`src/rtl/lif_pkg.sv`:
```
// Shared definitions for the leaky-integrate-and-fire scheduler: FSM encoding
// and the default leak / threshold constants.
package lif_pkg;

  typedef enum logic [1:0] {
    ST_IDLE = 2'd0,
    ST_RUN  = 2'd1,
    ST_DONE = 2'd2
  } lif_state_e;

  // Leak term is (state * LEAK_NUM) >> LEAK_SHIFT, so LEAK_NUM must stay below 2^LEAK_SHIFT.
  localparam int LEAK_NUM_DEF   = 112;
  localparam int LEAK_SHIFT     = 7;
  localparam int THRESH_RST_DEF = 200;

endpackage

```
`src/rtl/lif_update_unit.sv`:
```
// Combinational LIF neuron update: threshold compare, leak, saturating integrate.
module lif_update_unit
  import lif_pkg::*;
#(
  parameter int W        = 8,
  parameter int LEAK_NUM = LEAK_NUM_DEF
) (
  input  logic [W-1:0] state,
  input  logic [W-1:0] current,
  input  logic [W-1:0] threshold,
  output logic [W-1:0] next_state,
  output logic         spike
);

  localparam logic [LEAK_SHIFT-1:0] LEAK_K = LEAK_SHIFT'(LEAK_NUM);

  logic [W+LEAK_SHIFT-1:0] product_s;
  logic [W-1:0]            leak_s;
  logic [W:0]              sum_s;

  // Fire on reaching threshold, otherwise leak the old state and add current, clamping at all-ones.
  always_comb begin
    product_s = {{LEAK_SHIFT{1'b0}}, state} * {{W{1'b0}}, LEAK_K};
    leak_s    = product_s[W+LEAK_SHIFT-1:LEAK_SHIFT];
    sum_s     = {1'b0, current} + {1'b0, leak_s};
    spike     = (state >= threshold);
    if (spike) begin
      next_state = '0;
    end else if (sum_s[W]) begin
      next_state = '1;
    end else begin
      next_state = sum_s[W-1:0];
    end
  end

endmodule

```
`src/rtl/lif_scheduler.sv`:
```
// Time-multiplexed LIF controller: sweeps all neurons through one shared update
// unit per start pulse and reports spikes over a valid/ready port.
module lif_scheduler
  import lif_pkg::*;
#(
  parameter  int N_NEURONS  = 8,
  parameter  int W          = 8,
  parameter  int THRESH_RST = THRESH_RST_DEF,
  parameter  int LEAK_NUM   = LEAK_NUM_DEF,
  localparam int AW         = $clog2(N_NEURONS)
) (
  input  logic                 clk,
  input  logic                 rst_n,
  input  logic                 start,
  input  logic                 cur_we,
  input  logic                 cfg_we,
  input  logic [AW-1:0]        wr_addr,
  input  logic [W-1:0]         wr_data,
  output logic                 busy,
  output logic                 done,
  output logic                 spike_valid,
  output logic [AW-1:0]        spike_id,
  input  logic                 spike_ready,
  output logic [N_NEURONS-1:0] spike_vec,
  input  logic [AW-1:0]        probe_addr,
  output logic [W-1:0]         probe_state
);

  localparam logic [W-1:0]  THR_INIT = W'(THRESH_RST);
  localparam logic [AW-1:0] LAST_IDX = AW'(N_NEURONS - 1);

  lif_state_e           fsm_r;
  logic [AW-1:0]        idx_r;
  logic                 busy_r;
  logic                 done_r;
  logic [N_NEURONS-1:0] spike_vec_r;
  logic                 spike_valid_r;
  logic [AW-1:0]        spike_id_r;
  logic [W-1:0]         mem_state_r [N_NEURONS];
  logic [W-1:0]         cur_r       [N_NEURONS];
  logic [W-1:0]         thr_r       [N_NEURONS];

  logic [W-1:0] upd_next_s;
  logic         upd_spike_s;
  logic         stall_s;
  logic         advance_s;
  logic         load_s;

  lif_update_unit #(
    .W        (W),
    .LEAK_NUM (LEAK_NUM)
  ) u_update (
    .state      (mem_state_r[idx_r]),
    .current    (cur_r[idx_r]),
    .threshold  (thr_r[idx_r]),
    .next_state (upd_next_s),
    .spike      (upd_spike_s)
  );

  // A spiking neuron may only commit when the spike register is free or being drained.
  always_comb begin
    stall_s = upd_spike_s && spike_valid_r && !spike_ready;
    if (fsm_r == ST_RUN) begin
      advance_s = !stall_s;
    end else begin
      advance_s = 1'b0;
    end
    load_s = advance_s && upd_spike_s;
  end

  // Timestep FSM with index counter, status flags and the per-step spike vector.
  always_ff @(posedge clk) begin
    if (!rst_n) begin
      fsm_r       <= ST_IDLE;
      idx_r       <= '0;
      busy_r      <= 1'b0;
      done_r      <= 1'b0;
      spike_vec_r <= '0;
    end else begin
      case (fsm_r)
        ST_IDLE: begin
          done_r <= 1'b0;
          if (start) begin
            fsm_r       <= ST_RUN;
            busy_r      <= 1'b1;
            idx_r       <= '0;
            spike_vec_r <= '0;
          end
        end
        ST_RUN: begin
          done_r <= 1'b0;
          if (advance_s) begin
            spike_vec_r[idx_r] <= spike_vec_r[idx_r] | upd_spike_s;
            if (idx_r == LAST_IDX) begin
              fsm_r  <= ST_DONE;
              busy_r <= 1'b0;
              done_r <= 1'b1;
            end else begin
              idx_r <= idx_r + AW'(1);
            end
          end
        end
        ST_DONE: begin
          fsm_r  <= ST_IDLE;
          done_r <= 1'b0;
        end
        default: begin
          fsm_r  <= ST_IDLE;
          busy_r <= 1'b0;
          done_r <= 1'b0;
        end
      endcase
    end
  end

  // Spike output register; a new load takes priority over the drain so back-to-back IDs have no bubble.
  always_ff @(posedge clk) begin
    if (!rst_n) begin
      spike_valid_r <= 1'b0;
      spike_id_r    <= '0;
    end else if (load_s) begin
      spike_valid_r <= 1'b1;
      spike_id_r    <= idx_r;
    end else if (spike_valid_r && spike_ready) begin
      spike_valid_r <= 1'b0;
    end
  end

  // Membrane state array, written only by the sweep.
  always_ff @(posedge clk) begin
    if (!rst_n) begin
      for (int i = 0; i < N_NEURONS; i++) begin
        mem_state_r[i] <= '0;
      end
    end else if (advance_s) begin
      mem_state_r[idx_r] <= upd_next_s;
    end
  end

  // Current and threshold arrays; host writes are accepted in every FSM state.
  always_ff @(posedge clk) begin
    if (!rst_n) begin
      for (int i = 0; i < N_NEURONS; i++) begin
        cur_r[i] <= '0;
        thr_r[i] <= THR_INIT;
      end
    end else begin
      if (cur_we) begin
        cur_r[wr_addr] <= wr_data;
      end
      if (cfg_we) begin
        thr_r[wr_addr] <= wr_data;
      end
    end
  end

  assign busy        = busy_r;
  assign done        = done_r;
  assign spike_valid = spike_valid_r;
  assign spike_id    = spike_id_r;
  assign spike_vec   = spike_vec_r;
  assign probe_state = mem_state_r[probe_addr];

endmodule
```
`config.mk`:
```
export PLATFORM = sky130hd
export DESIGN_NAME = lif_scheduler
export DESIGN_NICKNAME = d
export VERILOG_FILES = /design/src/rtl/lif_pkg.sv /design/src/rtl/lif_update_unit.sv /design/src/rtl/lif_scheduler.sv
export SDC_FILE = /design/constraint.sdc
export NUM_CORES = 1
export LEC_CHECK = 0
export BUFFER_PORTS_ARGS = -buffer_cell sky130_fd_sc_hd__buf_4
export CAP_MARGIN = 0
export CELL_PAD_IN_SITES_DETAIL_PLACEMENT = 1
export CELL_PAD_IN_SITES_GLOBAL_PLACEMENT = 2
export CORE_MARGIN = 4
export CORE_UTILIZATION = 25
export CTS_CLUSTER_DIAMETER = 40
export CTS_CLUSTER_SIZE = 8
export DETAILED_ROUTE_END_ITERATION = 16
export PLACE_DENSITY_LB_ADDON = 0.1
export SLEW_MARGIN = 20
export SYNTH_ARGS = -nofsm -noshare
export SYNTH_HDL_FRONTEND = slang
export SYNTH_SLANG_ARGS = --single-unit
export TNS_END_PERCENT = 5
```
`constraint.sdc`:
```
create_clock -name clk -period 6 [get_ports clk]
set_input_delay 0.3 -clock clk [delete_from_list [all_inputs] [get_ports clk]]
set_output_delay 0.3 -clock clk [all_outputs]
set_load 0.02 [all_outputs]
```
# Yosys cells after proc, flatten, opt, wreduce, memory -nomap -nowiden
# Memory sizes are Yosys's and may differ from the RTL's. A register that Yosys moved wholly into a read port is not among the register bits.
# Cells that the tools add are included.
# classes
add_sub_neg	2
n_mul	1
magnitude_cmp	3
eq_ne	7
muxes	51
bitwise_logic	2
reduce_logical	18
# ops
op	n
$mux 8	7
$mux 3	12
$reduce_or 8->1	3
$mux 1	22
$pmux 8 s2	1
$mul 8x3->11 const B	1
$add 8x8->9	1
$reduce_and 3->1	3
$bwmux 8	1
$ge 8x8->1	1
$reduce_and 4->1	2
$mux 2	3
$ne 2x2->1 const B	3
$pmux 3 s2	1
$logic_and 1x1->1	5
$lt 3x4->1 const B	1
$pmux 2 s2	1
$reduce_bool 2->1	2
$add 3x1->3 const B	1
$bmux 1 s3	1
$demux 1 s3	1
$eq 3x3->1 const B	1
$ge 3x1->1 const B	1
$pmux 1 s3	1
other kinds (7)	8
# word_totals
ff_bits	19
ramBits	192
inputBits	20
out_inout_bits	22
elab_cells	94
memories	3
# mem_list
memory	depth	width	rd	rd_clocked_by_memory_dff	write_ports	line_no	text
cur_r	8	8	1	1	8	lif_scheduler.sv:40	logic [W-1:0] cur_r [N_NEURONS];
mem_state_r	8	8	2	1	8	lif_scheduler.sv:39	logic [W-1:0] mem_state_r [N_NEURONS];
thr_r	8	8	1	1	8	lif_scheduler.sv:41	logic [W-1:0] thr_r [N_NEURONS];

# Logic depth before layout (Yosys ltp)
# depth
word_depth	10
ltp_mapped	19
depth_no_buf	17

# By module
# Synthesis repeated with hierarchy kept, for this count alone.
# unflattened
hier_cells	822
area_unflattened_um2	11350.9
# by_module_without_submodules
mod	instances	cells_per_inst	area_each_um2	seq_area_each_um2
lif_scheduler	1	682	10229.8	6206.0
lif_update_unit	1	140	1121.1	0.0

# Worst setup path before layout
# Ideal clock, no wire load.
# synth_path
path_type	reg-to-reg
start	register with a tool-made name
end	memory mem_state_r[0][2], data pin
arrival_ps	4805
slack_ps	923
path_stages_with_launch	18
n_path_buf	2
cell_sequence	dfxtp_1 -> buf_2 -> buf_2 -> mux4_2 -> mux2i_1 -> inv_1 -> fa_1 -> fa_1 -> a21o_1 -> a21oi_1 -> o21bai_1 -> a2111oi_0 -> nor3_1 -> ha_1 -> nor3_1 -> o21ai_0 -> a21oi_1 -> nor2_1
# synth_rtl
item	line_no
to (decl)	lif_scheduler.sv:39

==> out/results.md <==
### Synth
- top cells by area in the synthesized netlist: sky130_fd_sc_hd__edfxtp_1, sky130_fd_sc_hd__mux4_2, sky130_fd_sc_hd__and2_1
- Post-synth EDFFs: 192
- post-synthesis sequential area ratio: 0.555
- Post-Synthesis Mean Instance Area: 13.6 µm²
- instance count of the mapped netlist: 823
- unique cell type count in the Yosys netlist: 50
- Synth top area share: 0.516
- fraction of registers with async set/reset: 0
- Synthesized Nets: 879
- most numerous cell types in the synthesized netlist: sky130_fd_sc_hd__edfxtp_1, sky130_fd_sc_hd__and2_1, sky130_fd_sc_hd__nor2_1, sky130_fd_sc_hd__mux4_2, sky130_fd_sc_hd__o21ai_0
- Syn. warnings: 0
- total of flip-flops plus latches after synthesis: 214
- post-synth design cell area: 11200 µm²
- most common flop cell mapped by yosys: sky130_fd_sc_hd__edfxtp_1
- most common cell in the synthesized netlist: sky130_fd_sc_hd__edfxtp_1
- cell type with the highest aggregate area in the netlist: sky130_fd_sc_hd__edfxtp_1

### Floorplan
- count of pins on the block boundary: 42
- die area: 48100 µm²
- die width: 219 µm
- effective utilization at floorplan: 0.253
- overall die height: 219 µm
- row cnt: 77
- core footprint: 44200 µm²

### Final layout
- final instance area: 13600 µm²
- Layout fillers: 4724
- layout overhead on the synthesized area: 21.6%
- non-filler cells, final: 1509
- number of diodes: 0
- number of nets in the layout: 947
- ratio of cells with drive above 1 in the final layout: 0.250

### Power and ir drop
- total power after layout: 5.78 mW
- Internal Pwr Total: 3.84 mW
- sequential group share of total power: 0.306
- share of total power in the clock network: 0.380
- sw power: 1.94 mW
- Sw Share: 0.336
- leakage dissipation: 4.84 nW
- pwr dens: 425 nW/µm²
- peak supply drop: 0.171 mV
- part of the total power dissipated in combinational logic: 0.314

### Setup path
- endpoint arrival time on the critical path: 5680 ps
- launching element type of the critical path: register
- kind of critical path: reg2reg
- Crit path required time: 6250 ps
- Max FO, Critical Path: 17
- kind of end point of the critical path: register

### Timing
- Fmax: 0.184 GHz
- number of max-slew violations in the final report: 0
- time the final worst path needs with I/O delays and setup: 5430 ps
- slew at the pin closest to its max-slew limit: 1030 ps
- max_slew headroom: 0.307
- clock tree skew after final layout: 25.8 ps
- RSZ-0062 raised after global routing: false
- setup slack after layout: 567 ps
- count of final setup violators: 0
- total count of hold-check failures in the final report: 0
- worst hold slack across all endpoints: 200 ps
- period utilisation layout: 0.905

### Clock network
- H-tree levels: 2
- number of sinks handled by clock tree synthesis: 214
- CTS Root Cell: sky130_fd_sc_hd__clkbuf_16
- post-CTS clock slew at the launch and capture registers of the worst setup and hold paths: 50 ps
- TritonCTS clock tree: built
- number of buffers on the longest clock path: 3
- TritonCTS Buffers: 40
- worst skew pair latency: 540 ps

### Placement
- last weighted congestion value of the routability-driven placer: 0.768
- cell total after placement: 1441
- Port Buf Inserts: 41
- worst slack after detailed placement: -0.195 ps
- placement-stage cell area: 12300 µm²
- Detailed Place HPWL: 22.9 mm

### Routing
- number of search-and-repair iterations in the first detailed-routing pass: 4
- Antenna Violating Nets Remaining: 0
- aggregate routed wire length: 33.7 mm
- number of design-rule violations left by the first detailed-router iteration: 408
- DR WL/cell: 22.3 µm
- Residual DRC: 0
- Vias/cell: 4.68
- total number of vias: 7063

### Worst hold path
- class of the most critical hold timing path: in2reg

### Global route
- vias in the first global route: 7922
- aggregate global routing overflow: 0
- wire length of the first global-routing pass: 50.8 mm
- antenna violations before repair: 0
- maximum number of pins on one net before global-route repair: 37
- total global routing track utilization: 0.142

### Run status
- outcome: finished, final reports clean

### Flow run
- Max-Cap Viols: 0

[repair_timing]
| action | in CTS | in global routing |
|---|---|---|
| gates resized for setup | 1 | 7 |
| buffers inserted | 0 | 0 |
| endpoints found under the setup margin | 22 | 48 |
| pin swaps | 0 | 0 |
| hold buffers | 0 | 0 |
[flip-flops by register name, indices dropped and copies added, names as in the netlist, named ones only]
| register | cells |
|---|---|
| busy | 1 |
| mem_state_r | 64 |
| spike_id | 3 |
| cur_r | 64 |
| fsm_r | 2 |
| spike_vec | 8 |
| idx_r | 3 |
| thr_r | 64 |
| spike_valid | 1 |
| done | 1 |
[stage by stage]
stage	TNS, ps	utilization
3_5_place_dp	-0.195	0.277
4_1_cts	-868	0.307
6_report	0	0.307
3_3_place_gp	0	0.277
2_1_floorplan	0	-
5_1_grt	0	0.307
[layout make-up]
cell class	instances	area (µm²)	share of cell area
clock buffers	47	1030	0.0756
flip-flops and latches	214	6210	0.457
well taps	592	741	0.0545
clock inverters	21	265	0.0195
repair buffers	68	510	0.0376
inverters	19	71.3	0.00525
multi-input cells	548	4760	0.350
[worst paths after layout]
path	from	end	slack (ps)	depth (start not counted)
setup / recovery	register	mem_state_r[7][0]$_SDFFCE_PN0P_	570	15
hold / removal	wr_data[6]	thr_r[7][6]$_SDFFCE_PN1P_	200	2
setup reg to reg	register	mem_state_r[7][0]$_SDFFCE_PN0P_	570	15
hold reg to reg	spike_id[0]$_SDFFE_PN0P_	spike_id[0]$_SDFFE_PN0P_	470	2
[cell usage in the layout, fill, tap and decap left out, drive strengths merged, types with 4 or more instances in the layout]
| cell type | synthesis | final |
|---|---|---|
| nor3 | 12 | 12 |
| nand2 | 26 | 26 |
| edfxtp | 192 | 192 |
| xor2 | 4 | 4 |
| bufinv | 0 | 6 |
| mux2 | 20 | 20 |
| inv | 19 | 20 |
| a21oi | 21 | 21 |
| nor2 | 96 | 96 |
| a32o | 8 | 8 |
| and2 | 108 | 108 |
| clkbuf | 29 | 47 |
| nand3 | 4 | 4 |
| or3 | 19 | 19 |
| fa | 9 | 9 |
| ha | 27 | 27 |
| a21o | 4 | 4 |
| mux4 | 66 | 66 |
| nand2b | 16 | 16 |
| o21ai | 37 | 37 |
| buf | 13 | 68 |
| mux2i | 19 | 19 |
| dfxtp | 22 | 22 |
| clkinv | 0 | 12 |
| a211oi | 6 | 6 |
| o21bai | 4 | 4 |
| nor3b | 6 | 6 |
[power groups by stage]
stage	clock network (mW)	registers, mW	logic (mW)
floorplan	0	1.77	1.19
global placement	0	1.79	1.74
detailed placement	0	1.79	1.77
CTS	2.26	1.77	1.79
global route	2.33	1.78	2.02
finish	2.20	1.77	1.82
[cells by family (layout without fill, tap and decap cells)]
group                      Yosys count  in the layout  share of synthesized area
and+or+nand+nor                    305            305                      0.144
DFF                                214            214                      0.555
adders and majority gates           36             36                     0.0464
xor gates and xnor gates             5              5                    0.00392
buffers and inverters               61            155                     0.0214
muxes                              105            105                      0.170
AOI/OAI and AO/OA                   97             97                     0.0590
[routing by layer]
metal,part of all wire,global-route usage,up-vias
li1,-,-,3248
met1,0.46,0.192,3641
met2,0.49,0.239,122
met3,0.034,0.0224,52
met4,0.020,0.0375,0
met5,0,0,-
[critical path, cell delays in order (launching register included)]
cell	delay (ps)
sky130_fd_sc_hd__dfxtp_4	580
sky130_fd_sc_hd__mux4_2	550
sky130_fd_sc_hd__mux2i_1	320
sky130_fd_sc_hd__inv_1	190
sky130_fd_sc_hd__fa_1	560
sky130_fd_sc_hd__fa_1	480
sky130_fd_sc_hd__a21o_1	180
sky130_fd_sc_hd__a21oi_1	240
sky130_fd_sc_hd__o21bai_1	150
sky130_fd_sc_hd__a2111oi_1	450
sky130_fd_sc_hd__nor3_1	120
sky130_fd_sc_hd__ha_1	280
sky130_fd_sc_hd__nor3_1	280
sky130_fd_sc_hd__o21ai_2	230
sky130_fd_sc_hd__a21oi_2	400
sky130_fd_sc_hd__nor2_1	110
No activity file was read; power rests on OpenSTA's default activity.
